### src/rtl/serial_load_pkg.sv
// Shared constants for the serial-to-parallel receiver: state encoding,
// shift-direction codes and default geometry.
package serial_load_pkg;

  localparam int unsigned DefWidth = 32;
  localparam int unsigned DefCntW  = 6;

  // Receiver FSM encoding
  localparam logic [0:0] IDLE = 1'b0;
  localparam logic [0:0] RECV = 1'b1;

  // Bit order of a frame, latched from dir on the start bit
  localparam logic DIR_MSB = 1'b0;
  localparam logic DIR_LSB = 1'b1;

endpackage

### src/rtl/serial_load_shreg.sv
// Bidirectional shift register with synchronous zero-load. The next-state value is
// exported so the owner can capture a word together with the bit being shifted in.
module serial_load_shreg
  import serial_load_pkg::*;
#(
  parameter int unsigned Width = DefWidth
) (
  input  logic             clk_i,
  input  logic             rst_i,
  input  logic             zero_i,
  input  logic             shift_i,
  input  logic             dir_i,
  input  logic             si_i,
  output logic [Width-1:0] word_d_o
);

  logic [Width-1:0] sreg_q, sreg_d, base;

  always_comb begin
    // Zero-load composes with a shift so a start bit lands in a clean register
    base   = zero_i ? '0 : sreg_q;
    sreg_d = base;
    if (shift_i) begin
      if (dir_i == DIR_LSB) begin
        sreg_d = {si_i, base[Width-1:1]};
      end else begin
        sreg_d = {base[Width-2:0], si_i};
      end
    end
  end

  always_ff @(posedge clk_i) begin
    if (rst_i) begin
      sreg_q <= '0;
    end else begin
      sreg_q <= sreg_d;
    end
  end

  assign word_d_o = sreg_d;

endmodule

### src/rtl/serial_load_32.sv
// Framed serial-to-parallel receiver with a held parallel output, valid/ack
// handshake and sticky framing/overrun flags.
module serial_load_32
  import serial_load_pkg::*;
#(
  parameter int unsigned WIDTH = DefWidth,
  parameter int unsigned CNT_W = DefCntW
) (
  input  logic             clk,
  input  logic             clear,
  input  logic             bit_en,
  input  logic             sof,
  input  logic             SI,
  input  logic             dir,
  input  logic             ack,
  output logic [WIDTH-1:0] PData,
  output logic             valid,
  output logic             busy,
  output logic             frame_err,
  output logic             overrun
);

  localparam logic [CNT_W-1:0] LastCnt = CNT_W'(WIDTH - 1);
  localparam logic [CNT_W-1:0] OneCnt  = CNT_W'(1);

  logic [0:0]       state_q, state_d;
  logic [CNT_W-1:0] cnt_q, cnt_d;
  logic             dir_q, dir_d;
  logic [WIDTH-1:0] pdata_q, pdata_d;
  logic             valid_q, valid_d;
  logic             ferr_q, ferr_d;
  logic             ovr_q, ovr_d;

  logic             sr_zero, sr_shift, sr_dir, complete;
  logic [WIDTH-1:0] word_next;

  serial_load_shreg #(
    .Width(WIDTH)
  ) u_shreg (
    .clk_i   (clk),
    .rst_i   (clear),
    .zero_i  (sr_zero),
    .shift_i (sr_shift),
    .dir_i   (sr_dir),
    .si_i    (SI),
    .word_d_o(word_next)
  );

  // Frame sequencing and bit counting
  always_comb begin
    state_d  = state_q;
    cnt_d    = cnt_q;
    dir_d    = dir_q;
    ferr_d   = ferr_q;
    sr_zero  = 1'b0;
    sr_shift = 1'b0;
    sr_dir   = dir_q;
    complete = 1'b0;

    if (bit_en && sof) begin
      // A start bit in RECV aborts the current frame and restarts it
      if (state_q == RECV) begin
        ferr_d = 1'b1;
      end
      state_d  = RECV;
      cnt_d    = OneCnt;
      dir_d    = dir;
      sr_dir   = dir;
      sr_zero  = 1'b1;
      sr_shift = 1'b1;
    end else if (bit_en && (state_q == RECV)) begin
      sr_shift = 1'b1;
      if (cnt_q == LastCnt) begin
        complete = 1'b1;
        state_d  = IDLE;
        cnt_d    = '0;
      end else begin
        cnt_d = cnt_q + OneCnt;
      end
    end
  end

  // Holding register and handshake
  always_comb begin
    pdata_d = pdata_q;
    valid_d = valid_q;
    ovr_d   = ovr_q;
    if (complete) begin
      if (!valid_q || ack) begin
        pdata_d = word_next;
        valid_d = 1'b1;
      end else begin
        ovr_d = 1'b1;
      end
    end else if (valid_q && ack) begin
      valid_d = 1'b0;
    end
  end

  always_ff @(posedge clk) begin
    if (clear) begin
      state_q <= IDLE;
      cnt_q   <= '0;
      dir_q   <= DIR_MSB;
      pdata_q <= '0;
      valid_q <= 1'b0;
      ferr_q  <= 1'b0;
      ovr_q   <= 1'b0;
    end else begin
      state_q <= state_d;
      cnt_q   <= cnt_d;
      dir_q   <= dir_d;
      pdata_q <= pdata_d;
      valid_q <= valid_d;
      ferr_q  <= ferr_d;
      ovr_q   <= ovr_d;
    end
  end

  assign PData     = pdata_q;
  assign valid     = valid_q;
  assign busy      = (state_q == RECV);
  assign frame_err = ferr_q;
  assign overrun   = ovr_q;

endmodule

### config.mk
export PLATFORM = sky130hd
export DESIGN_NAME = serial_load_32
export DESIGN_NICKNAME = d
export VERILOG_FILES = /design/src/rtl/serial_load_pkg.sv /design/src/rtl/serial_load_shreg.sv /design/src/rtl/serial_load_32.sv
export SDC_FILE = /design/constraint.sdc
export NUM_CORES = 1
export LEC_CHECK = 0
export BUFFER_PORTS_ARGS = -buffer_cell sky130_fd_sc_hd__buf_2
export CAP_MARGIN = 20
export CORE_MARGIN = 4
export CORE_UTILIZATION = 30
export DETAILED_ROUTE_END_ITERATION = 16
export PLACE_DENSITY = 0.57
export SLEW_MARGIN = 20
export SYNTH_ARGS = -nofsm -noshare
export SYNTH_HDL_FRONTEND = slang
export SYNTH_HIERARCHICAL = 1
export SYNTH_SLANG_ARGS = --single-unit
### constraint.sdc
create_clock -name clk -period 5.8 [get_ports clk]
set_input_delay 0.87 -clock clk [delete_from_list [all_inputs] [get_ports clk]]
set_output_delay 0.87 -clock clk [all_outputs]
set_load 0.1 [all_outputs]
==> Yosys cells after proc, flatten, opt, wreduce, memory -nomap -nowiden <==
Index checks and enable logic that the tools add are counted.
{ "totals": {"ff_bits": 75, "latchBits": 0, "ramBits": 0, "mem_bits_ro": 0, "in_bits": 7, "out_inout_bits": 36, "elab_cells": 46, "mem_count": 0} }
{ "op_classes": {"addsub": 1, "mul": 0, "n_div": 0, "order_cmp": 0, "eq_ne": 2, "shifts": 0, "mux": 19, "n_bitwise": 1, "reduce_logical": 14} }
{ "ops": {"columns": ["op", "n"], "rows": [
  ["32-bit two-way mux", 3],
  ["1-bit two-way mux", 15],
  ["2-bit AND reduction", 5],
  ["6-bit by 1-bit adder with 6-bit output, second input constant", 1],
  ["6-bit by 5-bit equality test with 1-bit output, second input constant", 1],
  ["6-bit two-way mux", 1],
  ["2-bit nonzero test", 3],
  ["1-bit logical AND", 3],
  ["2-bit by 1-bit != test with 1-bit output, second input constant", 1],
  ["2-bit OR reduction", 1],
  ["1-bit logical NOT", 1],
  ["1-bit logical OR", 1],
  ["1-bit NOT", 1]
]} }

==> Logic depth before layout (Yosys ltp) <==
Gate-level depths: netlist (run 1).
{ "depth": {"depth_word": 6, "depth_mapped": 10, "mapped_depth_nobuf": 7} }

==> Hierarchy <==
The synthesis (run 1) kept the hierarchy.
{ "by_module_without_submodules": {"columns": ["mod", "n_inst", "cells_each", "area_each_um2", "seq_area_each_um2"], "rows": [
  ["serial_load_shreg", 1, 212, 2115.8, 640.6],
  ["serial_load_32", 1, 198, 1956.9, 860.8]
]} }

==> Worst setup path before layout (run 1) <==
Ideal clock, no wire load.
{ "synth_timing": {"kind": "input -> register", "startpoint": "input bit_en", "endpoint": "register pdata_q[13], in the netlist PData[13]", "setup_time_ns": 0.072, "t_arrival_ns": 2.343, "required_ns": 5.728, "setup_slack_ns": 3.386, "path_stages": 10, "path_buffers": 3, "path_cell_list": "buf_2 nand2_1 mux2_2 buf_6 buf_12 mux2i_1 and2_4 nor3_2 nand2b_1 mux2i_1"} }
{ "synth_between": {"elab_chain_len": 5, "elab_cells_between_ends": 12, "classes_between": "mux: 9; reduce/logical: 3"} }
{ "synth_rtl": {"columns": ["item", "line", "text"], "rows": [
  ["start, declared", "serial_load_32.sv:11", "input logic bit_en,"],
  ["1-bit logical AND", "serial_load_32.sv:60", "if (bit_en && sof) begin"],
  ["1-bit two-way mux", "serial_load_32.sv:60", null],
  ["32-bit two-way mux", "serial_load_shreg.sv:21", "base = zero_i ? '0 : sreg_q;"],
  ["32-bit two-way mux", "serial_load_shreg.sv:24", "if (dir_i == DIR_LSB) begin"],
  ["32-bit two-way mux (*)", "serial_load_shreg.sv:23", "if (shift_i) begin"],
  ["via word_next[13]", "serial_load_32.sv:35", "logic [WIDTH-1:0] word_next;"],
  ["end signal, assigned", "serial_load_32.sv:113", "pdata_q <= pdata_d;"],
  ["end, declared", "serial_load_32.sv:29", "logic [WIDTH-1:0] pdata_q, pdata_d;"]
]} }
Mark *: on every way through the listed nets, which the timed path passes. The rest lies on a longest branch.
A chain may end at the register's enable or synchronous reset.

==> Worst setup path after layout (run 1) <==
{ "layout_timing": {"startpoint": "input bit_en", "endpoint": "register pdata_q[31], in the netlist PData[31]"} }
The elaborated chain is that of the path after synthesis.

==> impl_metrics.csv, run 1 <==
group,metric,value,unit
drt,vias_per_cell,4.46,
clock_network,clockBufferDepth,2,
sta,tns,0,ps
power,pwr-share-clk,0.463,
sta,hold_viol_final,0,
power,p_seq_frac,0.415,
power,leakage,1.70,nW
flow_run,drv_cap,0,
sta,tightest_slew,997,ps
worst_setup_path,path_buf_inv,2,
clock_network,htree_num_levels,3,
clock_network,clkSinkCount,75,
global_route,grt_pass1_wl,13.4,mm
sta,fin_ws,3130,ps
place,place_congestion,0.715,
yosys,ys_seq_area_frac,0.369,
finish,final_layout_size_suffix_gt1_frac,0.338,
finish,layout_common_cells,"75 x dfxtp_1, 67 x nand2b_1, 62 x mux2i_1",
die,die_h,125,um
place,portBuffers,42,
global_route,grt_max_degree,75,
sta,min_period,2670,ps
sta,rsz0062_at_grt,"no",
die,core-area,13200,sq um
run_status,status,"finished, final reports clean",
drt,drc_errors,0,
power,combinationalPowerShare,0.123,
clock_network,cts_tree,"done",
worst_setup_path,arrival,2880,ps
yosys,synth_seq_cells,75,
drt,first_pass_iters,4,
worst_setup_path,cp.required,6010,ps
worst_setup_path,crit_chain,"buf_2 -> nand2_1 -> mux2_2 -> inv_1 -> a31oi_1 -> o22ai_1 -> nand2b_1 -> mux2i_1",
worst_setup_path,crit_family,"multiplexers",
die,io_pins,43,
global_route,antenna_found_initial,0,
sta,finalCritPeriodShare,0.461,
clock_network,numCtsBuffers,9,
finish,antenna_cells,0,
finish,fin_nets,441,
yosys,postSynthAreaPerCell,9.93,sq um
clock_network,clk_pin_slew,60,ps
place,place_ws,2810,ps
sta,max_freq,0.374,GHz
clock_network,post_cts_resized,0,
power,switchingPower,320,uW
clock_network,root_buffer,"clkbuf_16",
global_route,grtUsageTotal,0.104,
place,hpwl,4.78,mm
die,rows,42,
yosys,synthFlopType,"dfxtp_1",
worst_setup_path,cp-end-kind,"register",
worst_setup_path,slowest_stage,"mux2_2",
die,fp.dieW,125,um
clock_network,clkLatencyLatePin,340,ps
power,power_switching_share,0.245,
clock_network,holdBufCountCts,0,
worst_setup_path,slowest_delay,900,ps
clock_network,cts_setup_buffers,0,
worst_setup_path,critPathLaunchType,"input port",
yosys,synth_warnings,6,
drt,drtAntennaViolNets,0,
global_route,grt_pass1_vias,2797,
yosys,synthArstFlopShare,0,
finish,final_common_cell,"dfxtp_1",
power,peakVddDrop,0.000146,V
worst_setup_path,critPathKind,"input port to register",
drt,wl_per_cell,12.4,um
yosys,syn_inst,410,
min_path,worstHoldPathType,"register to register",
worst_setup_path,cp_max_fo,35,
sta,fin_skew,6.77,ps
sta,relSlewSlack,0.335,
die,start_util,0.308,
die,die_area,15500,sq um
drt,drtIter0Drc,180,
sta,drv_slew,0,
drt,vias,2741,
power,p_int,986,uW
yosys,synth-edff-count,0,
yosys,syn_nets,418,
yosys,ys_types,37,
finish,syn_to_final_growth,13.4,%
yosys,syn-cell-area,4070,sq um
drt,postRouteWirelength,7.64,mm
global_route,globalRouteOverflowTotal,0,
power,power_density,283,nW/um^2
sta,setup_viol,0,
-- worst min-delay path, cell delays in order, from the launching register on --
cell     delay, ps
dfxtp_1        320
a31oi_1         40
nor2_1          60
-- metrics by stage --
step	power [mW]	std cells	hold WS (ps)	instance area, sq um	util
after floorplan	0.700	410	453	4070	-
after global placement	0.711	598	449	4290	0.324
after detailed placement	0.714	598	449	4290	0.324
after CTS	1.33	614	464	4610	0.348
after global routing	1.37	614	491	4620	0.349
final	1.31	614	460	4620	0.349
-- final cells by class --
| class | instances | area [sq um] |
|---|---|---|
| Clock buffer | 10 | 239 |
| Clock inverter | 6 | 88.8 |
| Fill cell | 1384 | 8620 |
| Inverter | 6 | 22.5 |
| Multi-Input combinational cell | 297 | 2320 |
| Sequential cell | 75 | 1500 |
| Tap cell | 176 | 220 |
| Timing Repair Buffer | 44 | 225 |
-- power groups by stage --
stage | clock, mW | combinational [mW] | sequential [mW]
6_report | 0.604 | 0.160 | 0.542
5_1_grt | 0.650 | 0.178 | 0.544
4_1_cts | 0.626 | 0.162 | 0.542
3_5_place_dp | 0 | 0.161 | 0.553
3_3_place_gp | 0 | 0.158 | 0.553
2_1_floorplan | 0 | 0.146 | 0.554
-- cells in the mapped netlist, types with 5 or more instances --
library cell  count  share of area
a21oi_1           5         0.0061
and2_4           26          0.056
buf_2             6         0.0074
buf_6             7          0.019
clkbuf_1         13          0.012
dfxtp_1          75           0.37
inv_1             6         0.0055
mux2i_1          62           0.15
nand2_1           6         0.0055
nand2b_1         67           0.10
nor2_1           34          0.031
nor3_2           56           0.14
-- state kept, by name (all words and copies together), names as in the netlist --
name	flops
valid	1
cnt_q	6
overrun	1
u_shreg/sreg_q	32
PData	32
busy	1
frame_err	1
dir_q	1
-- cells by family (layout without fill, tap and decap cells) --
logic type / count (synthesis) / count (layout) / share of synthesized area
compound gates: 21 / 21 / 0.0335
xor+xnor: 1 / 1 / 0.00215
fa+ha+maj: 1 / 1 / 0.00307
buf+inv: 38 / 66 / 0.0630
flops: 75 / 75 / 0.369
mux: 63 / 63 / 0.155
simple gates: 211 / 211 / 0.375
-- metal layers --
layer	wire [um]	vias up	track usage	part of all wire
met5	0	-	0	0
met4	98	0	0.0348	0.013
met2	3340	47	0.159	0.44
met3	377	9	0.0420	0.049
met1	3820	1249	0.134	0.50
li1	-	1436	-	-
-- worst paths after layout --
kind	from	end	slack (ps)	cells past startpoint
setup / recovery	bit_en	PData[31]	3130	8
hold / removal	frame_err	frame_err	460	2
setup reg to reg	dir_q	PData[31]	3800	6
hold reg to reg	frame_err	frame_err	460	2
(Power assumes the default switching activity.)
==> run 2: changes to the inputs <==
--- a/config.mk
+++ b/config.mk
@@ -5,12 +5,13 @@
 export SDC_FILE = /design/constraint.sdc
 export NUM_CORES = 1
 export LEC_CHECK = 0
+export ABC_AREA = 1
 export BUFFER_PORTS_ARGS = -buffer_cell sky130_fd_sc_hd__buf_2
 export CAP_MARGIN = 20
 export CORE_MARGIN = 4
 export CORE_UTILIZATION = 30
 export DETAILED_ROUTE_END_ITERATION = 16
-export PLACE_DENSITY = 0.57
+export PLACE_DENSITY = 0.58
 export SLEW_MARGIN = 20
 export SYNTH_ARGS = -nofsm -noshare
 export SYNTH_HDL_FRONTEND = slang
==> constraint.sdc (replaced) <==
create_clock -name clk -period 2.73 [get_ports clk]
set_input_delay 0.4095 -clock clk [delete_from_list [all_inputs] [get_ports clk]]
set_output_delay 0.4095 -clock clk [all_outputs]
set_load 0.1 [all_outputs]
==> run 2 against run 1 <==
Clock skew grew 1.1 ps. Power grew 90%. Clock power grew 77%. Via count grew 23%. Sequential power grew 110%. Largest power group is now registers. Critical path depth grew 4. First-iteration DRC count grew 25%. Non-clock buffer count grew 5. Critical endpoint unchanged. Largest cell class unchanged.
==> impl_metrics.csv, run 2 <==
group,metric,value,unit
yosys,synth_top_area_frac,0.412,
drt,wl_per_cell,10.9,um
run_status,status,"finished, final reports clean",
finish,layout_common_cells,"192 x nand2_1, 99 x nor2_1, 75 x dfxtp_1",
sta,relSlewSlack,0.600,
die,io_pins,43,
die,core-area,11700,sq um
global_route,grt_pass1_vias,3153,
clock_network,clk_pin_slew,50,ps
worst_setup_path,rr_worst_depth,10,
global_route,grt_pass1_wl,14.4,mm
yosys,synthArstFlopShare,0,
finish,final_common_cell,"nand2_1",
sta,tightest_slew,600,ps
clock_network,holdBufCountCts,0,
place,place_congestion,0.810,
drt,vias,3362,
sta,finalCritPeriodShare,0.723,
clock_network,htree_num_levels,3,
die,start_util,0.313,
yosys,synth_top_family_by_area,"simple AND/OR/NAND/NOR gates",
worst_setup_path,cp-end-kind,"register",
power,leakage,2.28,nW
worst_setup_path,arrival,2240,ps
clock_network,root_buffer,"clkbuf_16",
global_route,antenna_found_initial,0,
drt,drtIter0Drc,225,
place,hpwl,5.22,mm
yosys,synth_xor_area_frac,0.00240,
clock_network,numCtsBuffers,9,
finish,ff_latch_area,1500,sq um
die,fp.dieW,118,um
yosys,syn_inst,579,
finish,fin_nets,613,
yosys,synthFlopType,"dfxtp_1",
yosys,synth_compound_area_frac,0.0398,
finish,multi_input_area,1660,sq um
die,die_area,14000,sq um
sta,setup_viol,0,
yosys,ys_types,23,
clock_network,clkSinkCount,75,
worst_setup_path,critPathKind,"input port to register",
place,portBuffers,42,
power,power_density,599,nW/um^2
finish,final_layout_size_suffix_gt1_frac,0.120,
min_path,whs_path_depth,3,
yosys,synthSimpleGateAreaFrac,0.409,
yosys,muxShareOfSynthArea,0,
global_route,globalRouteOverflowTotal,0,
clock_network,clkLatencyLatePin,330,ps
drt,postRouteWirelength,8.20,mm
drt,drc_errors,0,
sta,rsz0062_at_grt,"no",
yosys,synth_warnings,6,
yosys,synth-edff-count,0,
power,peakVddDrop,0.000268,V
die,die_h,118,um
yosys,synth.most_common_cell,"nand2_1",
drt,vias_per_cell,4.47,
die,rows,39,
drt,drtAntennaViolNets,0,
drt,first_pass_iters,4,
finish,fillCellCount,1258,
clock_network,clockBufferDepth,2,
sta,hold_viol_final,0,
yosys,synth_top_area_cell,"dfxtp_1",
yosys,synth_seq_cells,75,
flow_run,drv_cap,0,
yosys,syn-cell-area,3640,sq um
sta,max_freq,0.507,GHz
finish,design_area,4150,sq um
sta,tns,0,ps
yosys,ys_seq_area_frac,0.412,
sta,drv_slew,0,
sta,fin_skew,7.89,ps
finish,antenna_cells,0,
sta,min_period,1970,ps
yosys,syn_nets,587,
yosys,synth_fa_ha_area_frac,0.00343,
clock_network,post_cts_resized,0,
clock_network,cts_setup_buffers,0,
finish,syn_to_final_growth,13.9,%
clock_network,cts_tree,"done",
worst_setup_path,critPathLaunchType,"input port",
global_route,grtUsageTotal,0.123,
worst_setup_path,cp_max_fo,31,
min_path,worstHoldPathType,"input port to register",
yosys,synth_commonest_cells,"192 x nand2_1, 99 x nor2_1, 75 x dfxtp_1",
place,dpl-instance-area,3890,sq um
yosys,synth_area_leaders,"dfxtp_1 41%, nand2_1 20%, nor2_1 10%",
yosys,postSynthAreaPerCell,6.29,sq um
worst_setup_path,cp.required,3000,ps
global_route,grt_max_degree,40,
[run 2: changes by cell type in the layout (fill, tap and decap cells not counted), moves of 4 or more]
cell	change
a21oi_1	+17
mux2i_1	-62
buf_4	+4
nand2_1	+186
nand3_1	+61
nand2b_1	-67
nor3_2	-56
and2_1	-4
nor2_1	+65
a31oi_1	-4
inv_2	+5
inv_1	+63
and2_4	-26
[run 2: metal layers]
metal | GRT usage | wire (um) | up-vias
met2 | 0.202 | 3740 | 73
met4 | 0.0498 | 135 | 0
met5 | 0 | 0 | -
li1 | - | - | 1805
met3 | 0.0349 | 382 | 10
met1 | 0.152 | 3940 | 1474
[run 2: power breakdown]
group	switching (mW)	internal, mW
combinational	0.192	0.0788
sequential	0.0184	1.13
clock	0.439	0.630
total	0.649	1.84
[run 2: cells by family after synthesis]
| family | after synthesis |
|---|---|
| AND/OR/NAND/NOR | 365 |
| buffers and inverters | 108 |
| flip-flops | 75 |
| AO/OA/AOI/OAI | 29 |
| XOR/XNOR | 1 |
| adder cells (fa/ha/maj) | 1 |
[run 2: stage by stage]
stage	hold slack [ps]	instances	total power [mW]	setup slack (ps)	util
6_report	411	752	2.49	757	0.356
5_1_grt	439	752	2.63	476	0.356
4_1_cts	400	752	2.53	777	0.356
3_5_place_dp	445	737	1.44	426	0.334
3_3_place_gp	438	737	1.44	513	0.334
2_1_floorplan	456	579	1.39	639	-
[run 2: critical path, cell delays in order]
cell     delay (ps)
buf_2           110
nand2_1         200
inv_1            90
buf_4           200
inv_2           340
buf_12          230
nand2_1          80
o21ai_0         230
nand2_1         110
inv_1            60
nor2_1           40
nor2_1          120
[run 2: cell type report]
| class | instances | area share |
|---|---|---|
| sequential | 75 | 0.362 |
| multi-input combinational | 396 | 0.399 |
| inverter | 74 | 0.0669 |
| tap | 143 | 0.0431 |
| timing repair buffer | 49 | 0.0663 |
| clock buffer | 12 | 0.0594 |
| clock inverter | 3 | 0.00362 |
[run 2: worst paths after layout]
check                              from        end  slack (ps)
worst max-delay path             bit_en  PData[31]         760
worst min-delay path                dir      dir_q         410
worst max register to register    dir_q  PData[31]         950
worst min register to register  overrun    overrun         450
==> run 3: changes to the inputs <==
--- a/config.mk
+++ b/config.mk
@@ -11,7 +11,7 @@
 export CORE_MARGIN = 4
 export CORE_UTILIZATION = 30
 export DETAILED_ROUTE_END_ITERATION = 16
-export PLACE_DENSITY = 0.58
+export PLACE_DENSITY = 0.59
 export SLEW_MARGIN = 20
 export SYNTH_ARGS = -nofsm -noshare
 export SYNTH_HDL_FRONTEND = slang
==> constraint.sdc (replaced) <==
create_clock -name clk -period 1.7 [get_ports clk]
set_input_delay 0.255 -clock clk [delete_from_list [all_inputs] [get_ports clk]]
set_output_delay 0.255 -clock clk [all_outputs]
set_load 0.1 [all_outputs]
==> run 3 against run 2 <==
Global-route usage increased by 0.27 points. Via count grew 1.9%. Largest cell class unchanged. Sequential share of layout area down 1.7 points. Critical endpoint is now PData[23].
==> impl_metrics.csv, run 3 (same netlist as run 2, synthesis figures left out) <==
group,metric,value,unit
power,leakage,2.39,nW
clock_network,cts_tree,"done",
drt,vias,3427,
place,hpwl,5.56,mm
die,io_pins,43,
finish,final_cells,767,
sta,rsz0062_at_grt,"no",
finish,antenna_cells,0,
drt,drtAntennaViolNets,0,
die,fp.dieW,118,um
worst_setup_path,critPathLaunchType,"register",
sta,hold_viol_final,0,
clock_network,clk_pin_slew,60,ps
worst_setup_path,cp.required,1930,ps
drt,drc_errors,0,
power,combinationalPowerShare,0.124,
clock_network,clkLatencyLatePin,340,ps
sta,fin_hold_ws,186,ps
drt,wl_per_cell,10.8,um
power,power,4.07,mW
worst_setup_path,cp-end-kind,"register",
sta,max_freq,0.665,GHz
sta,fin_ws,197,ps
clock_network,root_buffer,"clkbuf_16",
finish,final_layout_size_suffix_gt1_frac,0.151,
drt,postRouteWirelength,8.30,mm
sta,drv_slew,0,
worst_setup_path,cp_max_fo,18,
die,die_h,118,um
worst_setup_path,critPathKind,"register to register",
sta,setup_viol,0,
drt,vias_per_cell,4.47,
global_route,grt_pass1_wl,14.8,mm
global_route,antenna_found_initial,0,
place,dpl.cell_count,752,
min_path,worstHoldPathType,"input port to register",
finish,final_common_cell,"nand2_1",
finish,layout_common_cells,"191 x nand2_1, 99 x nor2_1, 73 x dfxtp_1",
sta,tns,0,ps
power,power_switching_share,0.262,
die,start_util,0.313,
sta,min_period,1500,ps
flow_run,drv_cap,0,
die,core-area,11700,sq um
global_route,grt_pass1_vias,3261,
power,p_seq_frac,0.452,
place,place_ws,-104,ps
die,die_area,14000,sq um
clock_network,htree_num_levels,3,
finish,syn_to_final_growth,20.0,%
power,power_density,932,nW/um^2
sta,finalCritPeriodShare,0.884,
run_status,status,"finished, final reports clean",
sta,relSlewSlack,0.668,
sta,tightest_slew,501,ps
die,rows,39,
global_route,grtUsageTotal,0.126,
power,peakVddDrop,0.000443,V
power,pwr-share-clk,0.424,
place,portBuffers,42,
clock_network,numCtsBuffers,9,
clock_network,clkSinkCount,75,
drt,drtIter0Drc,201,
finish,fin_nets,628,
clock_network,clockBufferDepth,2,
power,p_int,3.01,mW
drt,first_pass_iters,4,
place,dpl-instance-area,4090,sq um
global_route,grt_max_degree,40,
clock_network,cts_setup_buffers,0,
place,place_congestion,0.789,
finish,utilization,0.375,
finish,design_area,4370,sq um
power,switchingPower,1.07,mW
worst_setup_path,arrival,1740,ps
sta,fin_skew,5.51,ps
global_route,globalRouteOverflowTotal,0,
==> run 3: path summary, 6_finish.rpt <==
path | start | endpoint | slack [ps] | cells past startpoint
worst max-delay path | dir_q | PData[23] | 200 | 10
worst max register to register | dir_q | PData[23] | 200 | 10
worst min-delay path | dir | dir_q | 190 | 3
worst min register to register | overrun | overrun | 460 | 2
==> run 3: layout make-up <==
cell class	instances	area, sq um
Sequential cell	75	1510
Fill cell	1270	7290
Inverter	74	278
Multi-Input combinational cell	396	1670
Clock inverter	5	28.8
Clock buffer	10	239
Timing Repair Buffer	64	470
Tap cell	143	179
==> run 3: power by group through the flow <==
stage	registers, mW	logic, mW	clock network, mW
2_1_floorplan	1.89	0.346	0
3_3_place_gp	1.88	0.494	0
3_5_place_dp	1.88	0.499	0
4_1_cts	1.84	0.501	1.80
5_1_grt	1.85	0.575	1.87
6_report	1.84	0.504	1.73
==> run 3: critical path, cell delays in order (launching register included) <==
cell and delay [ps]:
dfxtp_1 290, or2_2 290, o21ai_2 80, inv_2 80
inv_2 110, buf_12 160, nand2_1 60, nand3_1 90
nand2_1 70, nor2_1 100, nor2_1 50
==> run 3: what timing repair did <==
action                                  4_1_cts  5_1_grt
gates resized for setup                       0        6
hold buffers                                  0        0
hold endpoints to repair                      0        0
endpoints found under the setup margin        0       29
==> run 3: layer usage <==
| layer | up-vias | routed length [um] | GRT usage | share of wire |
|---|---|---|---|---|
| met5 | - | 0 | 0 | 0 |
| met4 | 0 | 207 | 0.0711 | 0.025 |
| met3 | 12 | 343 | 0.0229 | 0.041 |
| met2 | 76 | 3760 | 0.202 | 0.45 |
| met1 | 1506 | 3980 | 0.159 | 0.48 |
| li1 | 1833 | - | - | - |
